File: src/rtl/trend_event_reporter.sv
// Trend change reporter: tracks dwell of the held trend level and queues one
// {level, dwell, sat} event per change in a small first-word-fall-through FIFO.
module trend_event_reporter #(
  parameter int DW    = 8,
  parameter int DEPTH = 4
) (
  input  logic                       clk,
  input  logic                       reset,
  input  logic                       sample_en,
  input  logic                       trend_in,
  input  logic                       clear_ovf,
  output logic                       evt_valid,
  input  logic                       evt_ready,
  output logic                       evt_level,
  output logic [DW-1:0]              evt_dwell,
  output logic                       evt_sat,
  output logic [$clog2(DEPTH+1)-1:0] fifo_count,
  output logic                       overflow
);
  localparam int CW = $clog2(DEPTH+1);
  localparam int AW = (DEPTH > 1) ? $clog2(DEPTH) : 1;
  localparam logic [DW-1:0] DMAX  = {DW{1'b1}};
  localparam logic [CW-1:0] FULLC = CW'(DEPTH);
  localparam logic [AW-1:0] LASTP = AW'(DEPTH-1);

  typedef struct packed {
    logic          level;
    logic          sat;
    logic [DW-1:0] dwell;
  } evt_t;

  logic          prev_level;
  logic [DW-1:0] dwell_cnt;
  evt_t          mem [DEPTH];
  evt_t          head, new_evt;
  logic [AW-1:0] wr_ptr, rd_ptr;
  logic [CW-1:0] count;
  logic          change, full, pop, accept, drop;

  assign change  = sample_en && (trend_in != prev_level);
  assign full    = (count == FULLC);
  assign pop     = (count != '0) && evt_ready;
  // A full FIFO still takes a push when the head leaves in the same cycle.
  assign accept  = change && (!full || pop);
  assign drop    = change && full && !pop;
  assign new_evt = '{level: trend_in, sat: (dwell_cnt == DMAX), dwell: dwell_cnt};

  always_ff @(posedge clk or posedge reset) begin
    if (reset) begin
      prev_level <= 1'b0;
      dwell_cnt  <= '0;
    end else if (sample_en) begin
      if (change) begin
        prev_level <= trend_in;
        dwell_cnt  <= DW'(1);
      end else if (dwell_cnt != DMAX) begin
        dwell_cnt  <= dwell_cnt + DW'(1);
      end
    end
  end

  // Storage needs no reset: outputs are masked while the FIFO is empty.
  always_ff @(posedge clk) begin
    if (accept) mem[wr_ptr] <= new_evt;
  end

  always_ff @(posedge clk or posedge reset) begin
    if (reset) begin
      wr_ptr <= '0;
      rd_ptr <= '0;
      count  <= '0;
    end else begin
      if (accept) wr_ptr <= (wr_ptr == LASTP) ? '0 : wr_ptr + AW'(1);
      if (pop)    rd_ptr <= (rd_ptr == LASTP) ? '0 : rd_ptr + AW'(1);
      if (accept && !pop)      count <= count + CW'(1);
      else if (pop && !accept) count <= count - CW'(1);
    end
  end

  always_ff @(posedge clk or posedge reset) begin
    if (reset)          overflow <= 1'b0;
    else if (drop)      overflow <= 1'b1;
    else if (clear_ovf) overflow <= 1'b0;
  end

  always_comb begin
    head = '0;
    if (count != '0) head = mem[rd_ptr];
  end

  assign evt_valid  = (count != '0);
  assign evt_level  = head.level;
  assign evt_dwell  = head.dwell;
  assign evt_sat    = head.sat;
  assign fifo_count = count;

endmodule

File: config.mk
export PLATFORM = sky130hd
export DESIGN_NAME = trend_event_reporter
export DESIGN_NICKNAME = d
export VERILOG_FILES = /design/src/rtl/trend_event_reporter.sv
export SDC_FILE = /design/constraint.sdc
export NUM_CORES = 1
export LEC_CHECK = 0
export BUFFER_PORTS_ARGS = -buffer_cell sky130_fd_sc_hd__buf_2
export CORE_MARGIN = 4
export CORE_UTILIZATION = 60
export CTS_BUF_LIST = sky130_fd_sc_hd__clkbuf_2 sky130_fd_sc_hd__clkbuf_4 sky130_fd_sc_hd__clkbuf_8
export DETAILED_ROUTE_END_ITERATION = 16
export PLACE_DENSITY = 0.8
export SLEW_MARGIN = 20
export SYNTH_ARGS = -nofsm -noshare
export SYNTH_HDL_FRONTEND = slang
export SYNTH_SLANG_ARGS = --single-unit
File: constraint.sdc
create_clock -name clk -period 2.6 [get_ports clk]
set_clock_uncertainty 0.2 [all_clocks]
set_input_delay 0.26 -clock clk [delete_from_list [all_inputs] [get_ports clk]]
set_output_delay 0.26 -clock clk [all_outputs]
set_load 0.05 [all_outputs]
Yosys cells after proc, flatten, opt, wreduce, memory -nomap -nowiden
Memory sizes are Yosys's and may differ from the RTL's. Cells that the tools add are included.

Flip-flop bits (word level): 17. Bits in writable memories: 40. Input bits: 6. Output and inout port bits: 15. Memories: 1.

Memories: mem (depth 4, width 10, rd ports 1, clocked after memory_dff 0, write ports 1, line 34) `evt_t mem [DEPTH];`.

Add/sub/neg operators: 5. Equal/unequal tests: 6. Multiplexer cells: 11. Reductions and logical operators: 17.

Operator list (count): $mux W8 (2); $mux W10 (1); $add A8 B1 Y8 const B (1); $eq A8 B8 Y1 const B (1); $ne A8 B8 Y1 const B (1); $logic_and A1 B1 Y1 (7); $mux W3 (2); $reduce_bool A2 Y1 (3); $add A2 B1 Y2 const B (2); $eq A2 B2 Y1 const B (2); $mux W1 (4); $mux W2 (2); $reduce_and A2 Y1 (2); $add A3 B1 Y3 const B (1); $eq A3 B3 Y1 const B (1); $logic_not A1 Y1 (3); $reduce_bool A3 Y1 (1); $sub A3 B1 Y3 const B (1); $logic_or A1 B1 Y1 (1); $ne A1 B1 Y1 (1).

Depth between registers and ports, before layout
Word-level depth: 8. Gate-level depth with buffers: 9.

Worst setup path after synthesis
OpenSTA, ideal clock, no wires.

Path type: flip-flop to output port. From: register count[0] (netlist: fifo_count[0]). To: output evt_dwell[0]. Data arrival time: 2072 ps. Data required time: 2140 ps. Slack: 68 ps. Cell stages (with the launch flop): 4. Buffers on the path: 1. Path through: dfrtp_1 > or3_1 > clkbuf_1 > and2_1.

Longest elaborated chain between the ends: 2.

Ends and longest elaborated chain: from (decl) (line 37) `logic [CW-1:0] count;`; from (signal assigned) (line 75) `if (accept && !pop) count <= count + CW'(1);`; from (signal assigned) (line 76) `else if (pop && !accept) count <= count - CW'(1);`; $reduce_bool A3 Y1; named net evt_valid (line 12) `output logic evt_valid,`; $mux W10 (line 88) `if (count != '0) head = mem[rd_ptr];`; to (decl) (line 15) `output logic [DW-1:0] evt_dwell,`.

The timed path passes the listed nets, and every way through them passes these cells.

Worst setup path after layout
From: register count[0] (netlist: fifo_count[0]). To: register count[2] (netlist: fifo_count[2]).

Longest elaborated chain between the ends: 7. Elaborated cells on any way between the ends: 15.

Ends and longest elaborated chain: branches (longest 7 deep; another with $sub A3 B1 Y3).

Parallel ways; which one is timed is not known. The select of a mux whose other input is x is not followed. A chain may end at the register's enable or synchronous reset.

==> flow_metrics.env <==
export IMPL_status="finished clean"
export IMPL_yosysSeqAreaShare=0.6487
export IMPL_r2r_start="fifo_count[0]$_DFFE_PP0P_"
export IMPL_muxShareOfSynthArea=0.1243
export IMPL_synth_seq_cells=57
export IMPL_fin_area_sq_um=2843
export IMPL_viasPerCell=5.803
export IMPL_finalCriticalPeriod_ns=2.351
export IMPL_synthesis_area_sq_um=2507
export IMPL_first_global_vias=1525
export IMPL_yosys_warnings=0
export IMPL_cp_max_fo=5
export IMPL_rr_worst_depth=8
export IMPL_cp_end_kind="flip-flop"
export IMPL_startpoint_type="flip-flop"
export IMPL_crit_required_ns=2.65
export IMPL_antenna_found_initial=0
export IMPL_synth_edff_count=40
export IMPL_nFillCells=274
export IMPL_synth_top_family_by_area="multiplexers"
export IMPL_setup_viol=0
export IMPL_vias=1381
export IMPL_ir_drop_mv=0.7559
export IMPL_setup_tns_ns=0
export IMPL_dp_hpwl_mm=2.936
export IMPL_grt_max_degree=18
export IMPL_diodes=0
export IMPL_final_nets=197
export IMPL_track_usage=0.1993
export IMPL_clock_sinks=57
export IMPL_power_switching_mw=1.332
export IMPL_io_buffers=20
export IMPL_cts_tree="done"
export IMPL_place_area_sq_um=2656
export IMPL_synth_xor_area_frac=0.02395
export IMPL_hold_depth=1
export IMPL_hold_end="mem[1][9]$_DFFE_PP_"
export IMPL_core_sq_um=4029
export IMPL_synth_nets=168
export IMPL_synth_simple_area_share=0.1083
export IMPL_wl_per_cell_um=18.49
export IMPL_pwr_share_comb=0.395
export IMPL_syn_inst=154
export IMPL_yosysTopAreaCell="edfxtp_1"
export IMPL_die_y_um=72.65
export IMPL_clkPwrFrac=0.209
export IMPL_min_path_type="in -> reg"
export IMPL_clockRootBuffer="clkbuf_8"
export IMPL_r2r_end="fifo_count[2]$_DFFE_PP0P_"
export IMPL_hold_viol=0
export IMPL_fp_row_count=23
export IMPL_p_int_mw=1.954
export IMPL_synthAdderAreaFrac=0.04291
export IMPL_cts_path_max_buffers=2
export IMPL_avgSynthCellArea_sq_um=16.28
export IMPL_seqPwrFrac=0.396
export IMPL_grt_pass1_wl_mm=7.603
export IMPL_syn2layout_area_growth_pct=13.37
export IMPL_drive_above_1_share=0.3138
export IMPL_dr_pass1_iters=4
export IMPL_worst_slew_pin_slew_ns=0.6703
export IMPL_yosysMostFrequentCell="edfxtp_1"
export IMPL_synth_top_area_frac=0.4790
export IMPL_clock_latency_ns=0.33
export IMPL_routed_wl_mm=4.400
export IMPL_antenna_left=0
export IMPL_drc=0
export IMPL_drtIter0Drc=143
export IMPL_clk_pin_slew_worst_paths_ns=0.07
export IMPL_critPathKind="reg -> reg"
export IMPL_ys_flop_type="edfxtp_1"
export IMPL_drv_cap=0
export IMPL_pin_count=21
export IMPL_synth_common_cells="40 x edfxtp_1, 17 x dfrtp_1, 15 x and2_1"
export IMPL_initial_core_util=0.6224
export IMPL_slew_headroom=0.5526
export IMPL_synth_compound_area_frac=0.02495
export IMPL_cts_buffers_inserted=9
export IMPL_switching_share=0.4053
export IMPL_slew_viol_final=0
export IMPL_fp_dieArea_sq_um=5277
export IMPL_worst_endpoint_arrival_ns=2.41
export IMPL_synthTopCellsByArea="edfxtp_1 48%, dfrtp_1 17%, mux4_2 9.0%, and2_1 3.7%, ha_1 3.5%"
export IMPL_gp_congestion=0.8613
export IMPL_rsz0062_at_grt="no"
export IMPL_die_w_um=72.65
export IMPL_max_freq_mhz=425.3
export IMPL_hp_start="trend_in"
export IMPL_h_tree_depth=3
export IMPL_finalCritPeriodShare=0.9042
export IMPL_ys_types=39
export IMPL_power_density_nw_per_um2=1156
export IMPL_grt_overflow_total=0
export IMPL_p_leak_nw=1.126
export IMPL_reg2reg_setup_slack_ns=0.25
export IMPL_synthArstFlopShare=0.2982
==> power by group through the flow <==
stage                     logic [mW]  clock network, mW  registers (mW)
after floorplan                0.961                  0            1.34
after global placement          1.26                  0            1.30
after detailed placement        1.31                  0            1.32
after CTS                       1.32              0.701            1.30
after global routing            1.39              0.750            1.33
final                           1.30              0.688            1.30
==> registers in the layout, indices dropped and copies added (netlist names) <==
signal	flops
overflow	1
prev_level	1
mem	40
dwell_cnt	8
wr_ptr	2
rd_ptr	2
fifo_count	3
==> placed cells by master, fill, tap and decap left out, drive strengths merged <==
| cell type | netlist | routed |
|---|---|---|
| nor3b | 1 | 1 |
| nand4 | 2 | 2 |
| a21o | 1 | 1 |
| nand2b | 1 | 1 |
| xor2 | 3 | 3 |
| clkbuf | 1 | 10 |
| dfrtp | 17 | 17 |
| nor4b | 1 | 1 |
| nor3 | 3 | 3 |
| a31oi | 1 | 1 |
| ha | 7 | 7 |
| nor2 | 6 | 6 |
| a21oi | 3 | 3 |
| clkinvlp | 0 | 2 |
| nand2 | 5 | 5 |
| mux4 | 10 | 10 |
| mux2 | 5 | 5 |
| o21ai | 2 | 2 |
| xnor2 | 3 | 3 |
| or3 | 1 | 1 |
| and2 | 16 | 16 |
| inv | 7 | 7 |
| and3 | 2 | 2 |
| and4 | 1 | 1 |
| nand3 | 3 | 3 |
| clkinv | 0 | 4 |
| dlygate4sd3 | 0 | 2 |
| a22o | 1 | 1 |
| a311oi | 1 | 1 |
| buf | 5 | 22 |
| edfxtp | 40 | 40 |
| or2 | 1 | 1 |
| fa | 1 | 1 |
| mux2i | 3 | 3 |
==> worst max-delay path by stage <==
stage | start | to | slack, ns | cells past startpoint
2_1_floorplan | fifo_count[0]$_DFFE_PP0P_ | evt_dwell[0] | 0.07 | 3
3_5_place_dp | fifo_count[0]$_DFFE_PP0P_ | fifo_count[2]$_DFFE_PP0P_ | 0.26 | 8
3_3_place_gp | fifo_count[0]$_DFFE_PP0P_ | fifo_count[2]$_DFFE_PP0P_ | 0.36 | 8
6_report | fifo_count[0]$_DFFE_PP0P_ | fifo_count[2]$_DFFE_PP0P_ | 0.25 | 8
5_1_grt | fifo_count[0]$_DFFE_PP0P_ | fifo_count[2]$_DFFE_PP0P_ | 0.08 | 8
4_1_cts | rd_ptr[0]$_DFFE_PP0N_ | evt_dwell[1] | 0.24 | 4
==> layout make-up <==
cell class / instances / area (sq um) / share of cell area
Multi-Input combinational cell: 84 / 813.3 / 0.2861
Timing Repair Buffer: 24 / 147.6 / 0.05194
Inverter: 7 / 26.28 / 0.009243
Clock inverter: 6 / 35.03 / 0.01232
Sequential cell: 57 / 1627 / 0.5722
Clock buffer: 10 / 131.4 / 0.04621
Tap cell: 50 / 62.56 / 0.02201
==> cell families (layout without fill, tap and decap cells) <==
logic type / count (synthesis) / after routing
compound gates: 9 / 9
xor+xnor: 6 / 6
fa+ha+maj: 8 / 8
buf+inv: 13 / 47
flops: 57 / 57
mux: 18 / 18
simple gates: 43 / 43
==> through the flow <==
step                      worst slack [ns]  hold WS (ns)  cells  power [mW]    util
after floorplan                    0.06822      -0.01393    154       2.303       -
after global placement              0.3639        0.1748    220       2.560  0.6593
after detailed placement            0.2585        0.1878    220       2.631  0.6593
after CTS                           0.2383      0.005714    238       3.320  0.7056
after global routing               0.07964       0.01854    238       3.468  0.7056
final                               0.2490       0.01293    238       3.286  0.7056
==> metal layers <==
metal	up-vias	share of wire	wire length, um	global-route usage
li1	633	-	-	-
met3	14	0.060	265	0.06749
met1	686	0.41	1786	0.2568
met2	48	0.50	2210	0.3086
met5	-	0	0	0
met4	0	0.031	137	0.09016
==> repair_timing <==
item,4_1_cts,5_1_grt
endpoints found under the setup margin,0,0
gates resized for setup,0,0
hold buffers,2,0
hold endpoints to repair,18,0
setup buffers,0,0
==> critical path, cell delays in order (launching register included) <==
cell	delay, ns
dfrtp_1	0.46
or3_1	0.43
nand2_2	0.13
ha_1	0.19
inv_1	0.06
fa_1	0.37
xor2_1	0.16
nor2_1	0.14
xor2_1	0.15
Power figures use the tool's default switching activity.
